===== src/rtl/diag_led_driver_pkg.sv =====
// -----------------------------------------------------------------------------
// CKRSPkg -- shared types for the diagnostic LED driver.
//
// Contents:
//   led_mode_t  per-channel LED mode (2 bits): LED_OFF, LED_ON, LED_BLINK,
//               LED_ACTIVITY.
//   cnt_width() counter width for a 0..n-1 range, never less than one bit.
// -----------------------------------------------------------------------------
package CKRSPkg;

    typedef enum logic [1:0] {
        LED_OFF      = 2'd0,
        LED_ON       = 2'd1,
        LED_BLINK    = 2'd2,
        LED_ACTIVITY = 2'd3
    } led_mode_t;

    // $clog2 returns 0 for a range of one value; a zero-width counter is not
    // legal, so the result is clamped to one bit.
    function automatic int unsigned cnt_width(input int unsigned range);
        return (range > 1) ? $clog2(range) : 1;
    endfunction

endpackage


===== src/rtl/diag_led_driver_channel.sv =====
// -----------------------------------------------------------------------------
// led_activity_channel -- activity-stretch FSM for one LED channel.
//
// A single event lights the LED for STRETCH_TICKS ticks, followed by a dark
// gap of STRETCH_TICKS ticks. Events seen while lit or in the gap collapse into
// one pending flag, giving at most one further flash after the gap.
//
// Ports:
//   clk       in   clock
//   rst       in   synchronous active-high reset
//   tick_i    in   timebase tick (one cycle wide)
//   enable_i  in   channel is in LED_ACTIVITY mode; low forces idle
//   event_i   in   activity strobe, one event per high cycle
//   on_o      out  LED should be lit (taken from the next state)
// -----------------------------------------------------------------------------
module led_activity_channel
    import CKRSPkg::*;
#(
    parameter int unsigned STRETCH_TICKS = 50
) (
    input  logic clk,
    input  logic rst,
    input  logic tick_i,
    input  logic enable_i,
    input  logic event_i,
    output logic on_o
);

    localparam int unsigned CNT_W = $clog2(STRETCH_TICKS + 1);
    localparam logic [CNT_W-1:0] CNT_LAST = CNT_W'(STRETCH_TICKS);

    typedef logic [1:0] act_state_t;
    localparam act_state_t ACT_IDLE = 2'd0;
    localparam act_state_t ACT_ON   = 2'd1;
    localparam act_state_t ACT_GAP  = 2'd2;

    if (STRETCH_TICKS < 1) begin : g_bad_stretch
        $error("led_activity_channel: STRETCH_TICKS must be >= 1");
    end

    act_state_t       state_q, state_d;
    logic [CNT_W-1:0] cnt_q, cnt_d, cnt_inc;
    logic             pend_q, pend_d;

    assign cnt_inc = cnt_q + CNT_W'(1);

    always_comb begin
        state_d = state_q;
        cnt_d   = cnt_q;
        pend_d  = pend_q;
        if (!enable_i) begin
            state_d = ACT_IDLE;
            cnt_d   = '0;
            pend_d  = 1'b0;
        end else begin
            case (state_q)
                ACT_IDLE: begin
                    if (event_i) begin
                        state_d = ACT_ON;
                        cnt_d   = '0;
                    end
                end
                ACT_ON: begin
                    // An event on the same cycle as the closing tick is kept:
                    // the move to the gap and the pending flag both happen.
                    if (event_i) pend_d = 1'b1;
                    if (tick_i) begin
                        if (cnt_inc == CNT_LAST) begin
                            state_d = ACT_GAP;
                            cnt_d   = '0;
                        end else begin
                            cnt_d = cnt_inc;
                        end
                    end
                end
                ACT_GAP: begin
                    if (event_i) pend_d = 1'b1;
                    if (tick_i && (cnt_inc == CNT_LAST)) begin
                        // An event on the closing tick counts as pending.
                        state_d = (pend_q || event_i) ? ACT_ON : ACT_IDLE;
                        cnt_d   = '0;
                        pend_d  = 1'b0;
                    end else if (tick_i) begin
                        cnt_d = cnt_inc;
                    end
                end
                default: begin
                    state_d = ACT_IDLE;
                    cnt_d   = '0;
                    pend_d  = 1'b0;
                end
            endcase
        end
    end

    always_ff @(posedge clk) begin
        if (rst) begin
            state_q <= ACT_IDLE;
            cnt_q   <= '0;
            pend_q  <= 1'b0;
        end else begin
            state_q <= state_d;
            cnt_q   <= cnt_d;
            pend_q  <= pend_d;
        end
    end

    // Driven from the next state so that, after the LED output register in the
    // parent, the LED lights on the cycle right after the triggering event.
    assign on_o = (state_d == ACT_ON);

endmodule


===== src/rtl/diag_led_driver.sv =====
// -----------------------------------------------------------------------------
// diag_led_driver -- multi-channel diagnostic LED driver.
//
// A prescaler derives a TICK_HZ timebase from clk. A shared blink counter
// toggles one blink phase every BLINK_TICKS ticks so every blinking channel is
// in phase. Each channel selects off / on / blink / activity-stretch, and the
// result is registered (optionally inverted) onto led_o.
//
// Ports:
//   clk      in   clock
//   rst      in   synchronous active-high reset
//   mode_i   in   NUM_LEDS x led_mode_t, per-channel mode
//   event_i  in   NUM_LEDS activity strobes
//   tick_o   out  one-cycle timebase tick
//   led_o    out  NUM_LEDS registered LED drive, inverted when ACTIVE_LOW=1
// -----------------------------------------------------------------------------
module diag_led_driver
    import CKRSPkg::*;
#(
    parameter int unsigned NUM_LEDS      = 3,
    parameter int unsigned CLK_HZ        = 100000000,
    parameter int unsigned TICK_HZ       = 1000,
    parameter int unsigned BLINK_TICKS   = 100,
    parameter int unsigned STRETCH_TICKS = 50,
    parameter bit          ACTIVE_LOW    = 1'b0
) (
    input  logic                     clk,
    input  logic                     rst,
    input  led_mode_t [NUM_LEDS-1:0] mode_i,
    input  logic      [NUM_LEDS-1:0] event_i,
    output logic                     tick_o,
    output logic      [NUM_LEDS-1:0] led_o
);

    localparam int unsigned TICK_SAFE = (TICK_HZ == 0) ? 1 : TICK_HZ;
    localparam int unsigned DIV       = CLK_HZ / TICK_SAFE;
    localparam int unsigned PRE_W     = cnt_width(DIV);
    localparam int unsigned BLK_W     = cnt_width(BLINK_TICKS);
    localparam logic [PRE_W-1:0] PRE_LAST = PRE_W'(DIV - 1);
    localparam logic [BLK_W-1:0] BLK_LAST = BLK_W'(BLINK_TICKS - 1);

    if (NUM_LEDS < 1 || NUM_LEDS > 16) begin : g_bad_num
        $error("diag_led_driver: NUM_LEDS must be 1..16");
    end
    if (TICK_HZ == 0 || DIV < 1 || (CLK_HZ % TICK_SAFE) != 0) begin : g_bad_tick
        $error("diag_led_driver: CLK_HZ must be a non-zero multiple of TICK_HZ");
    end
    if (BLINK_TICKS < 1) begin : g_bad_blink
        $error("diag_led_driver: BLINK_TICKS must be >= 1");
    end
    if (STRETCH_TICKS < 1) begin : g_bad_stretch
        $error("diag_led_driver: STRETCH_TICKS must be >= 1");
    end

    logic [PRE_W-1:0]    pre_q, pre_d;
    logic [BLK_W-1:0]    blk_q, blk_d;
    logic                phase_q, phase_d;
    logic                tick_w;
    logic [NUM_LEDS-1:0] act_on;
    logic [NUM_LEDS-1:0] led_lv;
    logic [NUM_LEDS-1:0] led_q, led_d;

    // Gated by rst so a divide-by-one timebase stays quiet during reset.
    assign tick_w = (pre_q == PRE_LAST) && !rst;
    assign tick_o = tick_w;

    always_comb begin
        pre_d   = tick_w ? '0 : pre_q + PRE_W'(1);
        blk_d   = blk_q;
        phase_d = phase_q;
        if (tick_w) begin
            if (blk_q == BLK_LAST) begin
                blk_d   = '0;
                phase_d = ~phase_q;
            end else begin
                blk_d = blk_q + BLK_W'(1);
            end
        end
    end

    for (genvar g = 0; g < NUM_LEDS; g++) begin : g_ch
        led_activity_channel #(
            .STRETCH_TICKS (STRETCH_TICKS)
        ) u_act (
            .clk      (clk),
            .rst      (rst),
            .tick_i   (tick_w),
            .enable_i (mode_i[g] == LED_ACTIVITY),
            .event_i  (event_i[g]),
            .on_o     (act_on[g])
        );
    end

    // Blink uses the next phase so the LED follows the wrap tick by one cycle,
    // matching the activity channels' next-state timing.
    always_comb begin
        led_lv = '0;
        for (int i = 0; i < NUM_LEDS; i++) begin
            case (mode_i[i])
                LED_OFF:      led_lv[i] = 1'b0;
                LED_ON:       led_lv[i] = 1'b1;
                LED_BLINK:    led_lv[i] = phase_d;
                LED_ACTIVITY: led_lv[i] = act_on[i];
                default:      led_lv[i] = 1'b0;
            endcase
        end
        led_d = led_lv ^ {NUM_LEDS{ACTIVE_LOW}};
    end

    always_ff @(posedge clk) begin
        if (rst) begin
            pre_q   <= '0;
            blk_q   <= '0;
            phase_q <= 1'b0;
            led_q   <= {NUM_LEDS{ACTIVE_LOW}};
        end else begin
            pre_q   <= pre_d;
            blk_q   <= blk_d;
            phase_q <= phase_d;
            led_q   <= led_d;
        end
    end

    assign led_o = led_q;

endmodule


===== config.mk =====
export PLATFORM = sky130hd
export DESIGN_NAME = diag_led_driver
export DESIGN_NICKNAME = d
export VERILOG_FILES = /design/src/rtl/diag_led_driver_pkg.sv /design/src/rtl/diag_led_driver_channel.sv /design/src/rtl/diag_led_driver.sv
export SDC_FILE = /design/constraint.sdc
export NUM_CORES = 1
export LEC_CHECK = 0
export ABC_AREA = 1
export CORE_MARGIN = 1
export CORE_UTILIZATION = 55
export DETAILED_ROUTE_END_ITERATION = 16
export GPL_TIMING_DRIVEN = 1
export PLACE_DENSITY = 0.73
export SLEW_MARGIN = 10
export SYNTH_ARGS = -nofsm -noshare
export SYNTH_HDL_FRONTEND = slang
export SYNTH_SLANG_ARGS = --single-unit

===== constraint.sdc =====
create_clock -name clk -period 2.3 [get_ports clk]
set_clock_uncertainty 0.2 [all_clocks]
set_input_delay 0.46 -clock clk [delete_from_list [all_inputs] [get_ports clk]]
set_output_delay 0.46 -clock clk [all_outputs]
set_load 0.01 [all_outputs]

Word level (Yosys, flattened, before mapping)
Cells that the tools add are included.
{ "totals": {"n_memories": 0, "latch_bits": 0, "romBits": 0, "mem_bits_rw": 0, "reg_bits": 55, "in_bits": 11, "out_inout_bits": 4} }
{ "op_classes": {"shifts": 0, "mul": 0, "reduce_logical": 21, "n_addsub": 5, "bitwise_logic": 4, "n_mux": 54, "n_eq_ne": 32, "div_mod_pow": 0, "magnitude_cmp": 0} }
{ "ops": {"columns": ["op", "n"], "rows": [
  ["6-bit two-way mux", 15],
  ["6-bit one-hot mux with 3 select lines", 3],
  ["2-bit two-way mux", 15],
  ["6-bit by 1-bit adder with 6-bit output, second input constant", 3],
  ["2-bit by 1-bit == test with 1-bit output, second input constant", 9],
  ["2-bit == test, second input constant", 9],
  ["6-bit == test, second input constant", 3],
  ["2-bit one-hot mux with 3 select lines", 3],
  ["17-bit by 1-bit adder with 17-bit output, second input constant", 1],
  ["17-bit == test, second input constant", 1],
  ["2-bit logical NOT", 6],
  ["1-bit one-hot mux with 4 select lines", 3],
  ["1-bit two-way mux", 11],
  ["2-bit != test, second input constant", 5],
  ["1-bit one-hot mux with 3 select lines", 3],
  ["3-bit AND reduction", 3],
  ["2-bit OR reduction", 4],
  ["7-bit by 1-bit adder with 7-bit output, second input constant", 1],
  ["7-bit == test, second input constant", 1],
  ["7-bit two-way mux", 1],
  ["3-bit by 2-bit != test with 1-bit output, second input constant", 2],
  ["1-bit logical AND", 4],
  ["1-bit NOT", 4],
  ["1-bit logical OR", 3],
  ["3 further kinds", 3]
]} }

Longest topological paths before layout
{ "depth": {"word_depth": 8, "mapped_depth": 14} }

Cells and area by module
Synthesis repeated with hierarchy kept, for this count alone.
{ "hier_totals": {"cells_unflattened": 535, "area_unflattened_um2": 3613.5} }
{ "by_module_without_submodules": {"columns": ["module", "instances", "cells_each", "area_per_inst_um2"], "rows": [
  ["led_activity_channel", 3, 109, 716.9],
  ["diag_led_driver", 1, 208, 1462.7]
]} }

Worst setup path after synthesis
OpenSTA, ideal clock, no wires.
{ "synth_path": {"path_kind": "register to register", "from": "reg pre_q[0]", "to": "reg g_ch[1].u_act.cnt_q[1]", "path_slack_ns": 0.324, "arrival_ns": 1.659, "path_stages_with_launch": 11, "cell_sequence": "dfxtp_1 -> ha_1 -> nand2_1 -> nor2_4 -> nand3_2 -> nor3_4 -> nand2_2 -> nand2_2 -> o21ai_0 -> nand3_1 -> a21oi_1"} }
{ "synth_between": {"elab_chain_len": 5, "word_cells_on_any_way": 8, "cone_classes": "eq/ne (3); mux (2); reduce/logical (3)"} }
{ "synth_lines": {"columns": ["item", "line_no", "rtl"], "rows": [
  ["start, declared", "diag_led_driver.sv:55", "logic [PRE_W-1:0] pre_q, pre_d;"],
  ["start signal, assigned", "diag_led_driver.sv:117", "pre_q <= pre_d;"],
  ["17-bit == test (*)", "diag_led_driver.sv:64", "assign tick_w = (pre_q == PRE_LAST) && !rst;"],
  ["1-bit logical AND (*)", "diag_led_driver.sv:64", null],
  ["via tick_o", "diag_led_driver.sv:31", "output logic tick_o,"],
  ["1-bit logical AND", "diag_led_driver_channel.sv:78", "if (tick_i && (cnt_inc == CNT_LAST)) begin"],
  ["3-bit by 2-bit != test with 1-bit output (no source line) / 6-bit two-way mux (equally long branches)", null, null],
  ["3-bit AND reduction (no source line) / 6-bit one-hot mux with 3 select lines (equally long branches)", null, null],
  ["end signal, assigned", "diag_led_driver_channel.sv:103", "cnt_q <= cnt_d;"],
  ["end, declared", "diag_led_driver_channel.sv:42", "logic [CNT_W-1:0] cnt_q, cnt_d, cnt_inc;"]
]} }
The timed path passes the listed nets; every way through them passes the cells marked *.
A chain may end at the register's enable or synchronous reset.

Final worst setup path
{ "layout_path": {"from": "reg pre_q[0]", "to": "out tick_o"} }
{ "layout_between": {"elab_chain_len": 2} }
{ "layout_lines": {"columns": ["item", "line_no"], "rows": [
  ["17-bit == test", "diag_led_driver.sv:64"],
  ["1-bit logical AND", "diag_led_driver.sv:64"],
  ["end, declared", "diag_led_driver.sv:31"]
]} }
Every way passes these cells.

==> results.cfg <==
[worst_setup_path]
crit_start = pre_q[0]$_SDFF_PP0_
rrSetupSlack_ns = 0.16
r2r-start = pre_q[0]$_SDFF_PP0_
regToRegEndpoint = pre_q[14]$_SDFF_PP0_
required_ns = 1.64
worstSetupStartpointType = flop
r2r_cells = 12
crit_type = flop to output port
cp.arrival_ns = 1.53
timing.critical_path.to = tick_o
cp-end-kind = output port
crit_path_max_fanout = 2

[pwr]
vdd_drop_max_mv = 0.272
cellLeakagePower_nw = 1.55
p_per_area_nw_per_um2 = 439
power_mw = 1.64

[floorplanning]
die_area_um2 = 6310
coreArea_um2 = 5640
start_util_pct = 58.5
fp-row-count = 27
die_w_um = 79.5
die_y_um = 79.5
io_pins = 15

[synthesis]
syn-cell-area_um2 = 3300
netlist.area_leader.share_pct = 33.4
synthTopCellsByCount = nand2_1 (96), inv_1 (80), dfxtp_1 (55)
syn_area_per_cell_um2 = 6.70
syn-num-nets = 524
synth_ff_type = dfxtp_1
ys_seq_area_share_pct = 33.4
ys_types = 34
yosys.area.top_type = dfxtp_1
ys_warn_count = 0
synth-edff-count = 0
synth.area.top_cells = dfxtp_1 (33%), nand2_1 (11%), inv_1 (9.1%)
yosysMostFrequentCell = nand2_1
synthArstFlopShare_pct = 0
ys_seq_elements = 55
netlist_instances = 493

[route]
wl_met2_um = 3430
first_iter_violations = 121
top_layer = met4
viasPerCell = 5.30
drc = 0
num_vias = 3181
wl_met3_um = 175
first_pass_iters = 4
ant_nets = 0
wl_um = 6850
wl_met1_um = 3160
wl_per_cell_um = 11.4

[timing]
whs_ns = 0.277
final.setup.worst_slack_ns = 0.110
hold_viol = 0
setup_viol = 0
max_freq_mhz = 457
final.min_clock_period_ns = 2.19
min_period_over_period_pct = 95.2
slew_headroom_pct = 71.4
maxSlewViolCount = 0
worst_slew_pin_slew_ns = 0.425
rsz0062_at_grt = yes

[global_routing]
grt_overflow = 0
track_usage_pct = 23.0
first_global_vias = 2783
antenna_found_initial = 0
grt_max_degree = 17
grt_pass1_wl_um = 11600

[clock_tree]
ctsHoldBuffers = 0
cts_inserted_buffers = 5
cts-root-buf = clkbuf_8
cts.htree.levels = 2
path_clk_slew_ns = 0.09
cts_sinks = 55
clk_latency_ns = 0.31
cts_tree = done
clk_path_buf_depth = 2

[place]
gp_congestion = 0.883
post-place-ws_ns = -0.114
place_hpwl_um = 5250
io_buffers = 14

[cells_and_area]
nets = 558
drive_gt1_share_pct = 12.1
antenna_cells = 0
area_growth_syn_to_layout_pct = 13.5

[run]
drv_cap = 0

[worst_hold_path]
hold_class = flop to flop

[run_status]
status = completed
==> stage by stage <==
step / utilization, % / cell area (µm²) / TNS, ns / cells
6_report: 66.4 / 3750 / 0 / 600
5_1_grt: 66.4 / 3750 / -0.0470 / 600
4_1_cts: 65.8 / 3710 / 0 / 598
3_5_place_dp: 64.2 / 3620 / -1.58 / 590
3_3_place_gp: 64.2 / 3620 / -0.666 / 590
2_1_floorplan: - / 3300 / 0 / 493
==> power breakdown <==
group	internal [mW]	switching, mW	leakage, nW
Sequential	0.964	0.00942	0.445
Combinational	0.0597	0.0802	1.07
Clock	0.214	0.317	0.0412
Total	1.24	0.406	1.55
==> state kept, by name, indices dropped and copies added (netlist names) <==
| name | flops |
|---|---|
| g_ch.u_act.state_q | 6 |
| g_ch.u_act.pend_q | 3 |
| phase_q | 1 |
| led_o | 3 |
| pre_q | 17 |
| g_ch.u_act.cnt_q | 18 |
| blk_q | 7 |
==> layout make-up <==
cell class	count	area (µm²)
timing repair buffer	31	267
fill	478	1900
clock buffer	6	72.6
tap	72	90.1
inverter	85	319
clock inverter	2	12.5
sequential	55	1100
multi-input combinational	349	1880
==> repair_timing <==
action | 4_1_cts | 5_1_grt
endpoints found under the setup margin | 1 | 11
gates resized for setup | 2 | 9
pin swaps | 0 | 2
setup buffers | 0 | 2
==> worst max-delay path, stage by stage, from the launching register on <==
cell      delay (ns)
dfxtp_1         0.35
ha_1            0.17
nand2_1         0.10
nor2_4          0.12
nand3_2         0.12
nor3_4          0.19
clkbuf_2        0.17
==> per-layer routing <==
| metal | vias up | global-route usage, % |
|---|---|---|
| li1 | 1673 | - |
| met1 | 1454 | 27.9 |
| met2 | 47 | 40.3 |
| met3 | 7 | 4.23 |
| met4 | 0 | 7.82 |
| met5 | - | 0 |
==> logic make-up after synthesis <==
family          synth area share (%)
flops                           33.4
xor+xnor                       0.531
simple gates                    35.7
buf+inv                         10.2
compound gates                  12.5
fa+ha+maj                       7.58
==> layout by cell type (no fill, tap or decap), types with 6 or more instances in the layout <==
cell,synthesis,layout
nand2_1,96,96
inv_1,80,80
dfxtp_1,55,54
nor2_1,49,46
nand3_1,44,43
a21oi_1,33,33
o21ai_0,27,26
nand4_1,20,20
ha_1,20,20
buf_4,0,16
nor3_1,13,13
clkdlybuf4s50_1,0,13
nor2_2,4,7
nand2_2,7,7
nand3_2,5,6
o21ai_1,5,6
==> how the worst min path moves through the flow <==
| stage | from | cells past startpoint | end |
|---|---|---|---|
| floorplan | pre_q[0]$_SDFF_PP0_ | 1 | pre_q[0]$_SDFF_PP0_ |
| global placement | blk_q[6]$_SDFFE_PP0N_ | 2 | blk_q[6]$_SDFFE_PP0N_ |
| detailed placement | blk_q[6]$_SDFFE_PP0N_ | 2 | blk_q[6]$_SDFFE_PP0N_ |
| CTS | blk_q[6]$_SDFFE_PP0N_ | 2 | blk_q[6]$_SDFFE_PP0N_ |
| global route | blk_q[6]$_SDFFE_PP0N_ | 2 | blk_q[6]$_SDFFE_PP0N_ |
| finish | blk_q[6]$_SDFFE_PP0N_ | 2 | blk_q[6]$_SDFFE_PP0N_ |
Note: power is estimated with default switching activity, not from simulation.
